File: src/rtl/traffic_phase_ctrl.sv
// Round-robin intersection controller: serves each requesting approach with
// left-turn, green, yellow and all-red clearance, with an emergency red hold.
//
// state  | meaning
// LEFT   | active approach shows left arrow + red
// GREEN  | active approach shows green
// YELLOW | active approach shows yellow
// CLEAR  | all approaches red; next approach chosen on exit
// HOLD   | emergency all-red; interrupted phase and its count are frozen
module traffic_phase_ctrl #(
  parameter  int NUM_DIR    = 2,
  parameter  int LEFT_CYC   = 5,
  parameter  int GREEN_CYC  = 10,
  parameter  int YELLOW_CYC = 3,
  parameter  int CLEAR_CYC  = 1,
  parameter  int CNT_W      = 5,
  localparam int DIR_W      = 2
) (
  input  logic                 clk,
  input  logic                 rst_n,
  input  logic                 emergency,
  input  logic [NUM_DIR-1:0]   dir_req,
  output logic [4*NUM_DIR-1:0] lights,
  output logic [DIR_W-1:0]     active_dir,
  output logic                 preempt
);

  if (NUM_DIR < 2 || NUM_DIR > 4) begin : g_bad_num_dir
    $error("traffic_phase_ctrl: NUM_DIR must be 2..4");
  end
  if (LEFT_CYC < 1 || LEFT_CYC > (1 << CNT_W)) begin : g_bad_left
    $error("traffic_phase_ctrl: LEFT_CYC out of range for CNT_W");
  end
  if (GREEN_CYC < 1 || GREEN_CYC > (1 << CNT_W)) begin : g_bad_green
    $error("traffic_phase_ctrl: GREEN_CYC out of range for CNT_W");
  end
  if (YELLOW_CYC < 1 || YELLOW_CYC > (1 << CNT_W)) begin : g_bad_yellow
    $error("traffic_phase_ctrl: YELLOW_CYC out of range for CNT_W");
  end
  if (CLEAR_CYC < 1 || CLEAR_CYC > (1 << CNT_W)) begin : g_bad_clear
    $error("traffic_phase_ctrl: CLEAR_CYC out of range for CNT_W");
  end

  typedef enum logic [2:0] {
    ST_LEFT,
    ST_GREEN,
    ST_YELLOW,
    ST_CLEAR,
    ST_HOLD
  } state_t;

  localparam logic [CNT_W-1:0] LEFT_LD   = CNT_W'(LEFT_CYC - 1);
  localparam logic [CNT_W-1:0] GREEN_LD  = CNT_W'(GREEN_CYC - 1);
  localparam logic [CNT_W-1:0] YELLOW_LD = CNT_W'(YELLOW_CYC - 1);
  localparam logic [CNT_W-1:0] CLEAR_LD  = CNT_W'(CLEAR_CYC - 1);

  state_t             state_q, state_d;
  state_t             saved_q, saved_d;
  logic [CNT_W-1:0]   cnt_q, cnt_d;
  logic [DIR_W-1:0]   dir_q, dir_d;

  logic [DIR_W:0]     rot_sh;
  logic [2*NUM_DIR-1:0] req_rot;
  logic [DIR_W-1:0]   next_dir;

  // Bit k of req_rot is the request of approach (dir_q+1+k) mod NUM_DIR, so
  // the lowest set bit is the first requester in round-robin order; the top
  // bit wraps back to the current approach.
  always_comb begin
    rot_sh   = {1'b0, dir_q} + (DIR_W+1)'(1);
    req_rot  = {dir_req, dir_req} >> rot_sh;
    next_dir = DIR_W'((int'(dir_q) + 1) % NUM_DIR);
    for (int k = NUM_DIR - 1; k >= 0; k--) begin
      if (req_rot[k]) begin
        next_dir = DIR_W'((int'(dir_q) + 1 + k) % NUM_DIR);
      end
    end
  end

  always_comb begin
    state_d = state_q;
    saved_d = saved_q;
    cnt_d   = cnt_q;
    dir_d   = dir_q;
    if (emergency) begin
      if (state_q != ST_HOLD) begin
        saved_d = state_q;
        state_d = ST_HOLD;
      end
    end else begin
      case (state_q)
        ST_HOLD: begin
          // A yellow cut short by an emergency never relights after red.
          if (saved_q == ST_YELLOW) begin
            state_d = ST_CLEAR;
            cnt_d   = CLEAR_LD;
          end else begin
            state_d = saved_q;
          end
        end
        ST_LEFT: begin
          if (cnt_q == '0) begin
            state_d = ST_GREEN;
            cnt_d   = GREEN_LD;
          end else begin
            cnt_d = cnt_q - CNT_W'(1);
          end
        end
        ST_GREEN: begin
          if (cnt_q == '0) begin
            state_d = ST_YELLOW;
            cnt_d   = YELLOW_LD;
          end else begin
            cnt_d = cnt_q - CNT_W'(1);
          end
        end
        ST_YELLOW: begin
          if (cnt_q == '0) begin
            state_d = ST_CLEAR;
            cnt_d   = CLEAR_LD;
          end else begin
            cnt_d = cnt_q - CNT_W'(1);
          end
        end
        ST_CLEAR: begin
          if (cnt_q == '0) begin
            state_d = ST_LEFT;
            cnt_d   = LEFT_LD;
            dir_d   = next_dir;
          end else begin
            cnt_d = cnt_q - CNT_W'(1);
          end
        end
        default: begin
          state_d = ST_CLEAR;
          cnt_d   = CLEAR_LD;
        end
      endcase
    end
  end

  always_ff @(posedge clk or negedge rst_n) begin
    if (!rst_n) begin
      state_q <= ST_CLEAR;
      saved_q <= ST_CLEAR;
      cnt_q   <= CLEAR_LD;
      dir_q   <= DIR_W'(NUM_DIR - 1);
    end else begin
      state_q <= state_d;
      saved_q <= saved_d;
      cnt_q   <= cnt_d;
      dir_q   <= dir_d;
    end
  end

  always_comb begin
    lights = '0;
    for (int d = 0; d < NUM_DIR; d++) begin
      lights[4*d +: 4] = 4'b0001;
      if (DIR_W'(d) == dir_q) begin
        case (state_q)
          ST_LEFT:   lights[4*d +: 4] = 4'b1001;
          ST_GREEN:  lights[4*d +: 4] = 4'b0100;
          ST_YELLOW: lights[4*d +: 4] = 4'b0010;
          default:   lights[4*d +: 4] = 4'b0001;
        endcase
      end
    end
  end

  assign active_dir = dir_q;
  assign preempt    = (state_q == ST_HOLD);

endmodule
File: config.mk
export PLATFORM = sky130hd
export DESIGN_NAME = traffic_phase_ctrl
export DESIGN_NICKNAME = d
export VERILOG_FILES = /design/src/rtl/traffic_phase_ctrl.sv
export SDC_FILE = /design/constraint.sdc
export NUM_CORES = 1
export LEC_CHECK = 0
export ABC_AREA = 1
export CAP_MARGIN = 25
export CORE_MARGIN = 8
export CORE_UTILIZATION = 45
export CTS_CLUSTER_SIZE = 25
export DETAILED_ROUTE_END_ITERATION = 8
export PLACE_DENSITY = 0.81
export SETUP_SLACK_MARGIN = 0.15
export SYNTH_ARGS = -nofsm -noshare
export SYNTH_HDL_FRONTEND = slang
export SYNTH_SLANG_ARGS = --single-unit
File: constraint.sdc
create_clock -name clk -period 1.9 [get_ports clk]
set_input_delay 0.38 -clock clk [delete_from_list [all_inputs] [get_ports clk]]
set_output_delay 0.38 -clock clk [all_outputs]
set_load 0.1 [all_outputs]
==> impl_metrics.json, run 1 <==
{
  "status": "finished clean",
  "grt_pass1_wl_um": 3590,
  "clk_path_buf_depth": 2,
  "die_area_mm2": 0.00339,
  "post-dp-hpwl_um": 1440,
  "endpoint_kind": "output pin",
  "slew_headroom_pct": 64.2,
  "yosys_warnings": 0,
  "clk_latency_ps": 280,
  "synthCells": 113,
  "core_mm2": 0.00171,
  "worstSetupPathType": "reg -> out",
  "hp-class": "in -> async",
  "clock_skew_ps": 1.45,
  "worst_slack_ps": 88.1,
  "nets": 146,
  "pre_cts_ws_ps": 276,
  "synth_area_leader_cell": "dfrtp_1",
  "vias": 838,
  "required_ps": 1520,
  "yosys-top-cells-area": "dfrtp_1 22%, nand2_1 20%, dfstp_2 16%, nand3_1 6.3%, inv_1 5.2%",
  "die_x_um": 58.2,
  "cts_sinks": 12,
  "setup_violations": 0,
  "syn_avg_cell_area_um2": 7.09,
  "area_growth_pct": 57.3,
  "hold_ws_ps": 449,
  "place.gp.congestion": 0.856,
  "cts-buffers-inserted": 3,
  "finalWirelength_um": 2250,
  "io_pins": 16,
  "start_util_pct": 46.9,
  "crit_path_max_fanout": 5,
  "row_count": 15,
  "setup.worst_path.start_class": "flop",
  "avgRoutedWirePerCell_um": 13.8,
  "overflow": 0,
  "p_per_area_mw_per_mm2": 1940,
  "antenna_cells": 0,
  "cpMaxStageDelayCell": "dfstp_4",
  "fmax_mhz": 552,
  "port_buffers": 14,
  "grt_pass1_vias": 835,
  "cp_top_family": "flip-flops",
  "grt_use_total_pct": 13.2,
  "route.detailed.drc": 0,
  "hold_viol_final": 0,
  "viasPerCell": 5.14,
  "drive_gt1_share_pct": 39.9,
  "seq_area_frac_synth_pct": 38.3,
  "path_clk_slew_ps": 80,
  "rsz0062_at_grt": "yes",
  "h-tree-depth": 1,
  "irDropWorstVdd_v": 0.00104,
  "maxSlewViolCount": 0,
  "max_stage_delay_ps": 640,
  "fin_crit_sh_pct": 95.4,
  "syn_area_um2": 801,
  "p_leak_nw": 0.600,
  "finalCriticalPeriod_ps": 1810,
  "dr.pass1.iters": 4,
  "netlist.area_leader.share_pct": 21.9,
  "synth_cell_types": 23,
  "cap_violations": 0,
  "syn_nets": 120,
  "clockRootBuffer": "clkbuf_4",
  "synth_seq_cells": 12,
  "cp.buffers_inverters": 2,
  "grt_max_degree": 13,
  "tritoncts": "yes",
  "drt_iter0_markers": 42,
  "die_h_um": 58.2,
  "antenna_found_initial": 0,
  "cp.arrival_ps": 1430,
  "route.antenna.remaining_nets": 0,
  "worst_slew_pin_slew_ps": 536,
  "cp_cell_sequence": "clkinvlp_4 > nor2_4 > buf_12"
}
[cell usage in the layout (no fill, tap or decap), types with 2 or more instances in the layout]
master           Yosys  layout
buf_12               0      10
buf_4                1       6
buf_6                0       2
clkbuf_4             0       3
clkdlybuf4s50_1      0       4
dfrtp_1              7       6
dfstp_2              5       4
ha_1                 2       2
inv_1               11       7
inv_2                2       4
nand2_1             42      38
nand2_2              1       4
nand2_4              3       4
nand3_1             10       8
nand3_4              0       2
nor2_1              10       4
nor2_2               1       2
nor2_4               2       7
o21ai_0              6       6
o21ai_1              2       2
[sequential cells by signal (all words and copies together) (netlist names)]
register / cells
state_q: 3
cnt_q: 5
active_dir: 1
saved_q: 3
[final timing paths]
check	end	start	depth (start not counted)	slack, ps
max	lights[6]	active_dir[0]	3	90
min	cnt_q[2]	rst_n	1	450
max reg2reg	active_dir[0]	active_dir[0]	7	450
min reg2reg	saved_q[0]	saved_q[0]	2	510
max in group asynchronous	state_q[2]	rst_n	1	1070
min in group clk	saved_q[0]	saved_q[0]	2	510
[synth_stat cells (all sizes together)]
master  count
o21bai      1
nand3      10
dfstp       5
o21ai       9
xnor2       1
conb        1
a21oi       1
nand2      46
nor3        1
nand4       1
ha          2
dfrtp       7
buf         1
nor2       13
or2         1
inv        13
[timing repair]
item	in CTS	in global routing
buffers inserted	6	2
endpoints found under the setup margin	7	9
resized for setup	3	15
pin swaps	0	1
hold buffers	0	0
[cell type report]
type                       instances  area, um2
clock buffer                       4       36.3
timing repair buffer              22        308
tap                               25       31.3
multi-input combinational         87        518
fill                             116        448
sequential                        12        312
inverter                          13       55.1
[where the power goes]
part	switching [mW]	internal, mW	leakage (nW)
logic	1.09	0.605	0.437
clock network	0.0908	0.117	0.0210
registers	0.136	0.406	0.142
total	1.32	1.13	0.600
[per-layer routing]
| layer | GRT usage, % | vias up | routed length, um |
|---|---|---|---|
| met4 | 7.69 | 0 | 41 |
| li1 | - | 405 | - |
| met5 | 0 | - | 0 |
| met3 | 3.75 | 7 | 172 |
| met2 | 22.8 | 42 | 1140 |
| met1 | 14.0 | 384 | 890 |
[worst register-to-register path, cell delays in order (launching register included)]
cell        delay [ps]
dfstp_4            640
clkinvlp_4         180
buf_4              180
buf_4              120
nor2_1              80
a21oi_1             60
nand4_1             80
nand2_1             50
[kinds of logic (layout without fill, tap and decap cells)]
group,Yosys count,in the layout,synth area share (%)
AOI/OAI and AO/OA,11,11,8.59
xor gates and xnor gates,1,1,1.09
adders and majority gates,2,2,3.12
buffers and inverters,14,39,7.03
DFF,12,12,38.3
other,1,1,0.468
and+or+nand+nor,72,72,41.4
[stage by stage]
stage                     power [mW]  TNS (ps)  utilization, %  area, um2  std cells
after global placement          1.94         0            64.5       1100        151
final                           2.44         0            73.8       1260        163
after global routing            2.59         0            73.8       1260        163
after CTS                       2.28         0            70.0       1200        161
after detailed placement        1.98         0            64.5       1100        151
after floorplan                 1.58      -185               -        837        113
Note: power is estimated with default switching activity, not from simulation.
==> run 2: changes to the inputs <==
--- a/config.mk
+++ b/config.mk
@@ -8,10 +8,10 @@
 export ABC_AREA = 1
 export CAP_MARGIN = 25
 export CORE_MARGIN = 8
-export CORE_UTILIZATION = 45
+export CORE_UTILIZATION = 35
 export CTS_CLUSTER_SIZE = 25
 export DETAILED_ROUTE_END_ITERATION = 8
-export PLACE_DENSITY = 0.81
+export PLACE_DENSITY = 0.68
 export SETUP_SLACK_MARGIN = 0.15
 export SYNTH_ARGS = -nofsm -noshare
 export SYNTH_HDL_FRONTEND = slang
==> run 2 against run 1 <==
  * Global-route usage decreased by 3.1 points
  * Sequential cell count unchanged
  * Clock power increased by 4%
  * Combinational power about the same
  * Largest cell class unchanged
  * Largest power group unchanged
==> impl_metrics.json, run 2 (same netlist as run 1, synthesis figures left out) <==
{
  "fin_crit_sh_pct": 95.1,
  "drt_iter0_markers": 27,
  "vias": 813,
  "worst_slew_pin_slew_ps": 583,
  "clk_latency_ps": 280,
  "clockRootBuffer": "clkbuf_4",
  "top_register": "cnt_q",
  "path_clk_slew_ps": 80,
  "die_h_um": 63.8,
  "hold_buffers": 0,
  "viasPerCell": 4.90,
  "row_count": 17,
  "worstSetupPathType": "reg -> out",
  "cts_sinks": 12,
  "grt_max_degree": 13,
  "status": "finished clean",
  "route.antenna.remaining_nets": 0,
  "required_ps": 1520,
  "port_buffers": 14,
  "p_leak_nw": 0.609,
  "post-route-util_pct": 58.1,
  "tritoncts": "yes",
  "grt_pass1_vias": 764,
  "antenna_found_initial": 0,
  "setup_violations": 0,
  "p_per_area_mw_per_mm2": 1900,
  "drive_gt1_share_pct": 38.4,
  "maxSlewViolCount": 0,
  "grt_use_total_pct": 10.1,
  "endpoint_kind": "output pin",
  "final_cell_mix": "38 x nand2_1, 11 x buf_12, 9 x inv_1",
  "area_growth_pct": 59.1,
  "cp.arrival_ps": 1430,
  "io_pins": 16,
  "worst_slack_ps": 93.6,
  "die_x_um": 63.8,
  "finalWirelength_um": 2130,
  "place.gp.congestion": 0.840,
  "pre_cts_ws_ps": 286,
  "cap_violations": 0,
  "hold_viol_final": 0,
  "route.detailed.drc": 0,
  "crit_path_max_fanout": 5,
  "finalCriticalPeriod_ps": 1810,
  "die_area_mm2": 0.00407,
  "clk_path_buf_depth": 2,
  "setup.worst_path.start_class": "flop",
  "core_mm2": 0.00219,
  "antenna_cells": 0,
  "nets": 146,
  "overflow": 0,
  "post-dp-hpwl_um": 1510,
  "clock_skew_ps": 1.69,
  "avgRoutedWirePerCell_um": 12.8,
  "irDropWorstVdd_v": 0.00115,
  "stdcell_count": 166,
  "grt_pass1_wl_um": 3440,
  "slew_headroom_pct": 61.0,
  "h-tree-depth": 1,
  "hold_ws_ps": 464,
  "start_util_pct": 36.6,
  "place_inst": 154,
  "dr.pass1.iters": 4,
  "final_common_cell": "nand2_1",
  "fmax_mhz": 554,
  "rsz0062_at_grt": "yes",
  "power.total_mw": 2.42,
  "reg_top3": "cnt_q x5, saved_q x3, state_q x3",
  "r2r-start": "active_dir[0]",
  "crit_start": "active_dir[0]",
  "largest_register_ff_count": 5,
  "hp-class": "in -> async",
  "cts-buffers-inserted": 3
}
run 2: cell counts in the layout (fill, tap and decap cells not counted):
Identical to the previous run, type by type.
run 2: worst paths after layout:
check | to | slack, ps | depth (start not counted)
hold reg to reg | cnt_q[1] | 510 | 2
hold / removal | cnt_q[4] | 460 | 1
max in group asynchronous | state_q[2] | 1020 | 1
setup / recovery | lights[6] | 90 | 3
min in group clk | cnt_q[1] | 510 | 2
setup reg to reg | active_dir[0] | 480 | 7
run 2: worst max-delay path, stage by stage (launching register included):
cell	delay (ps)
dfstp_4	640
clkinvlp_4	180
nor2_4	150
buf_12	180
run 2: layout make-up:
cell class	instances	area [um2]
Timing Repair Buffer	22	313
Multi-Input combinational cell	87	523
Inverter	13	55.1
Tap cell	28	35.0
Clock buffer	4	36.3
Fill cell	193	917
Sequential cell	12	312
run 2: report_power, final:
part | switching, mW | internal [mW]
clock | 0.0981 | 0.117
combinational | 1.05 | 0.618
sequential | 0.128 | 0.406
run 2: metal layers:
layer	wire, um	GRT usage, %
met1	974	12.2
met2	998	17.1
met3	88	1.05
met4	72	5.85
met5	0	0
run 2: repair_timing:
item,CTS,global route
endpoints found under the setup margin,7,9
pin swaps,0,0
resized for setup,5,10
setup buffers,6,2
run 2: through the flow:
step	TNS (ps)	area, um2
final	0	1270
after global routing	0	1270
after CTS	0	1200
after detailed placement	0	1100
after global placement	0	1100
after floorplan	-185	837
==> run 3: changes to the inputs <==
--- a/config.mk
+++ b/config.mk
@@ -12,7 +12,9 @@
 export CTS_CLUSTER_SIZE = 25
 export DETAILED_ROUTE_END_ITERATION = 8
 export PLACE_DENSITY = 0.68
+export REMOVE_ABC_BUFFERS = 1
 export SETUP_SLACK_MARGIN = 0.15
+export SLEW_MARGIN = 30
 export SYNTH_ARGS = -nofsm -noshare
 export SYNTH_HDL_FRONTEND = slang
 export SYNTH_SLANG_ARGS = --single-unit
==> run 3 against run 2 <==
  * Core utilization rose by 0.46 points
  * Register-to-register slack improved by 90 ps
  * Combinational power about the same
  * Sequential power grew 2%
  * Routed wire length up 0.14%
  * Design area grew 0.79%
  * Total power rose by 0.63%
  * Critical path depth grew 2
  * Cell count rose by 0.60%
  * Die area unchanged
  * Clock-buffer cell count stayed put
  * Non-clock buffer count grew 1
  * Largest power group unchanged
==> impl_metrics.json, run 3 (same netlist as run 1, synthesis figures left out) <==
{
  "die_h_um": 63.8,
  "crit_path_max_fanout": 4,
  "start_util_pct": 36.6,
  "slew_headroom_pct": 63.8,
  "timing.rr.end": "cnt_q[1]",
  "die_area_mm2": 0.00407,
  "pre_cts_ws_ps": 335,
  "cts_sinks": 12,
  "drive_gt1_share_pct": 39.6,
  "finalWirelength_um": 2140,
  "hold_ws_ps": 446,
  "r2r-start": "cnt_q[0]",
  "clockRootBuffer": "clkbuf_4",
  "grt_max_degree": 13,
  "p_per_area_mw_per_mm2": 1890,
  "stdcell_count": 167,
  "worst_slack_ps": 133,
  "hold_viol_final": 0,
  "rsz0062_at_grt": "yes",
  "crit_end": "lights[0]",
  "viasPerCell": 4.79,
  "top_register": "cnt_q",
  "dr.pass1.iters": 4,
  "seq_power_share_pct": 22.3,
  "port_buffers": 14,
  "crit_start": "state_q[0]",
  "drt_iter0_markers": 12,
  "finalCriticalPeriod_ps": 1770,
  "vias": 800,
  "netSwitchingFraction_pct": 53.0,
  "avgRoutedWirePerCell_um": 12.8,
  "hp-class": "in -> async",
  "r2r_cells": 9,
  "cpMostUsedCell": "nand2_4",
  "clkPwrFrac_pct": 8.6,
  "path_clk_slew_ps": 80,
  "post-dp-hpwl_um": 1600,
  "cp.buffers_inverters": 2,
  "p_int_mw": 1.14,
  "grt_pass1_wl_um": 3360,
  "max_stage_delay_ps": 620,
  "cpMaxStageDelayCell": "dfstp_2",
  "maxSlewViolCount": 0,
  "cp.depth": 5,
  "overflow": 0,
  "place_inst": 154,
  "core_mm2": 0.00219,
  "power_switching_mw": 1.29,
  "grt_use_total_pct": 10.2,
  "h-tree-depth": 1,
  "reg2reg_slack_ps": 570,
  "endpoint_kind": "output pin",
  "area_growth_pct": 60.3,
  "status": "finished clean",
  "setup.worst_path.start_class": "flop",
  "fin_crit_sh_pct": 93.0,
  "grt_pass1_vias": 757,
  "antenna_found_initial": 0,
  "antenna_cells": 0,
  "setup_violations": 0,
  "die_x_um": 63.8,
  "nets": 147,
  "clock_skew_ps": 3.97,
  "tns_ps": 0,
  "io_pins": 16,
  "row_count": 17,
  "largest_register_ff_count": 5,
  "clk_path_buf_depth": 2,
  "irDropWorstVdd_v": 0.00126,
  "worstSetupPathType": "reg -> out",
  "clk_latency_ps": 280,
  "route.antenna.remaining_nets": 0,
  "route.detailed.drc": 0,
  "p_leak_nw": 0.627,
  "tritoncts": "yes",
  "reg_top3": "cnt_q x5, saved_q x3, state_q x3",
  "cap_violations": 0,
  "combPwrFrac_pct": 69.1,
  "final_cell_mix": "38 x nand2_1, 10 x buf_12, 8 x inv_1, 8 x nand2_4, 8 x nand3_1",
  "hold_buffers": 0,
  "power.total_mw": 2.43,
  "cts-buffers-inserted": 3,
  "place.gp.congestion": 0.838,
  "cp.arrival_ps": 1390,
  "cp_top_family": "flip-flops",
  "required_ps": 1520,
  "final_common_cell": "nand2_1",
  "fmax_mhz": 566,
  "worst_slew_pin_slew_ps": 541,
  "cp_cell_sequence": "inv_4 > nand3_4 > nand2_4 > nand2_4 > buf_12"
}
==> run 3: cell types whose count changed in the layout (fill, tap and decap cells not counted) <==
| cell | before | now |
|---|---|---|
| buf_12 | 11 | 10 |
| buf_6 | 0 | 2 |
| clkinvlp_4 | 1 | 0 |
| dfstp_2 | 4 | 5 |
| dfstp_4 | 1 | 0 |
| inv_1 | 9 | 8 |
| inv_2 | 2 | 3 |
| inv_6 | 0 | 1 |
| nand2_2 | 3 | 0 |
| nand2_4 | 5 | 8 |
| nor2_2 | 2 | 3 |
| nor2_4 | 7 | 6 |
==> run 3: worst min-delay path by stage <==
stage,start,to,slack [ps]
finish,rst_n,saved_q[2],450
global route,rst_n,saved_q[2],480
CTS,rst_n,state_q[2],470
detailed placement,saved_q[1],saved_q[1],490
global placement,saved_q[1],saved_q[1],480
floorplan,rst_n,cnt_q[0],80
==> run 3: layout make-up <==
cell class / count / area, um2
Clock buffer: 4 / 36.3
Fill cell: 196 / 907
Inverter: 13 / 56.3
Multi-Input combinational cell: 87 / 533
Sequential cell: 12 / 308
Tap cell: 28 / 35.0
Timing Repair Buffer: 23 / 315
==> run 3: stage by stage <==
stage / cell area, um2 / utilization [%]
2_1_floorplan: 793 / -
3_3_place_gp: 1070 / 48.8
3_5_place_dp: 1070 / 48.8
4_1_cts: 1150 / 52.4
5_1_grt: 1280 / 58.6
6_report: 1280 / 58.6
==> run 3: routing by layer <==
metal	up-vias	GRT usage, %	part of all wire (%)
met3	4	1.39	2.9
met1	370	11.3	45
met2	18	18.1	51
met5	-	0	0
li1	408	-	-
met4	0	5.85	2.0
==> run 3: power groups by stage <==
| stage | Clock, mW | Sequential [mW] | Combinational, mW |
|---|---|---|---|
| 6_report | 0.208 | 0.543 | 1.68 |
| 5_1_grt | 0.228 | 0.555 | 1.80 |
| 4_1_cts | 0.222 | 0.529 | 1.48 |
| 3_5_place_dp | 0 | 0.537 | 1.41 |
| 3_3_place_gp | 0 | 0.526 | 1.38 |
| 2_1_floorplan | 0 | 0.559 | 0.974 |
==> run 3: repair_timing <==
item,CTS,global route
setup endpoints to repair,8,9
setup buffers,3,6
gates resized for setup,6,26
pin swaps,0,3
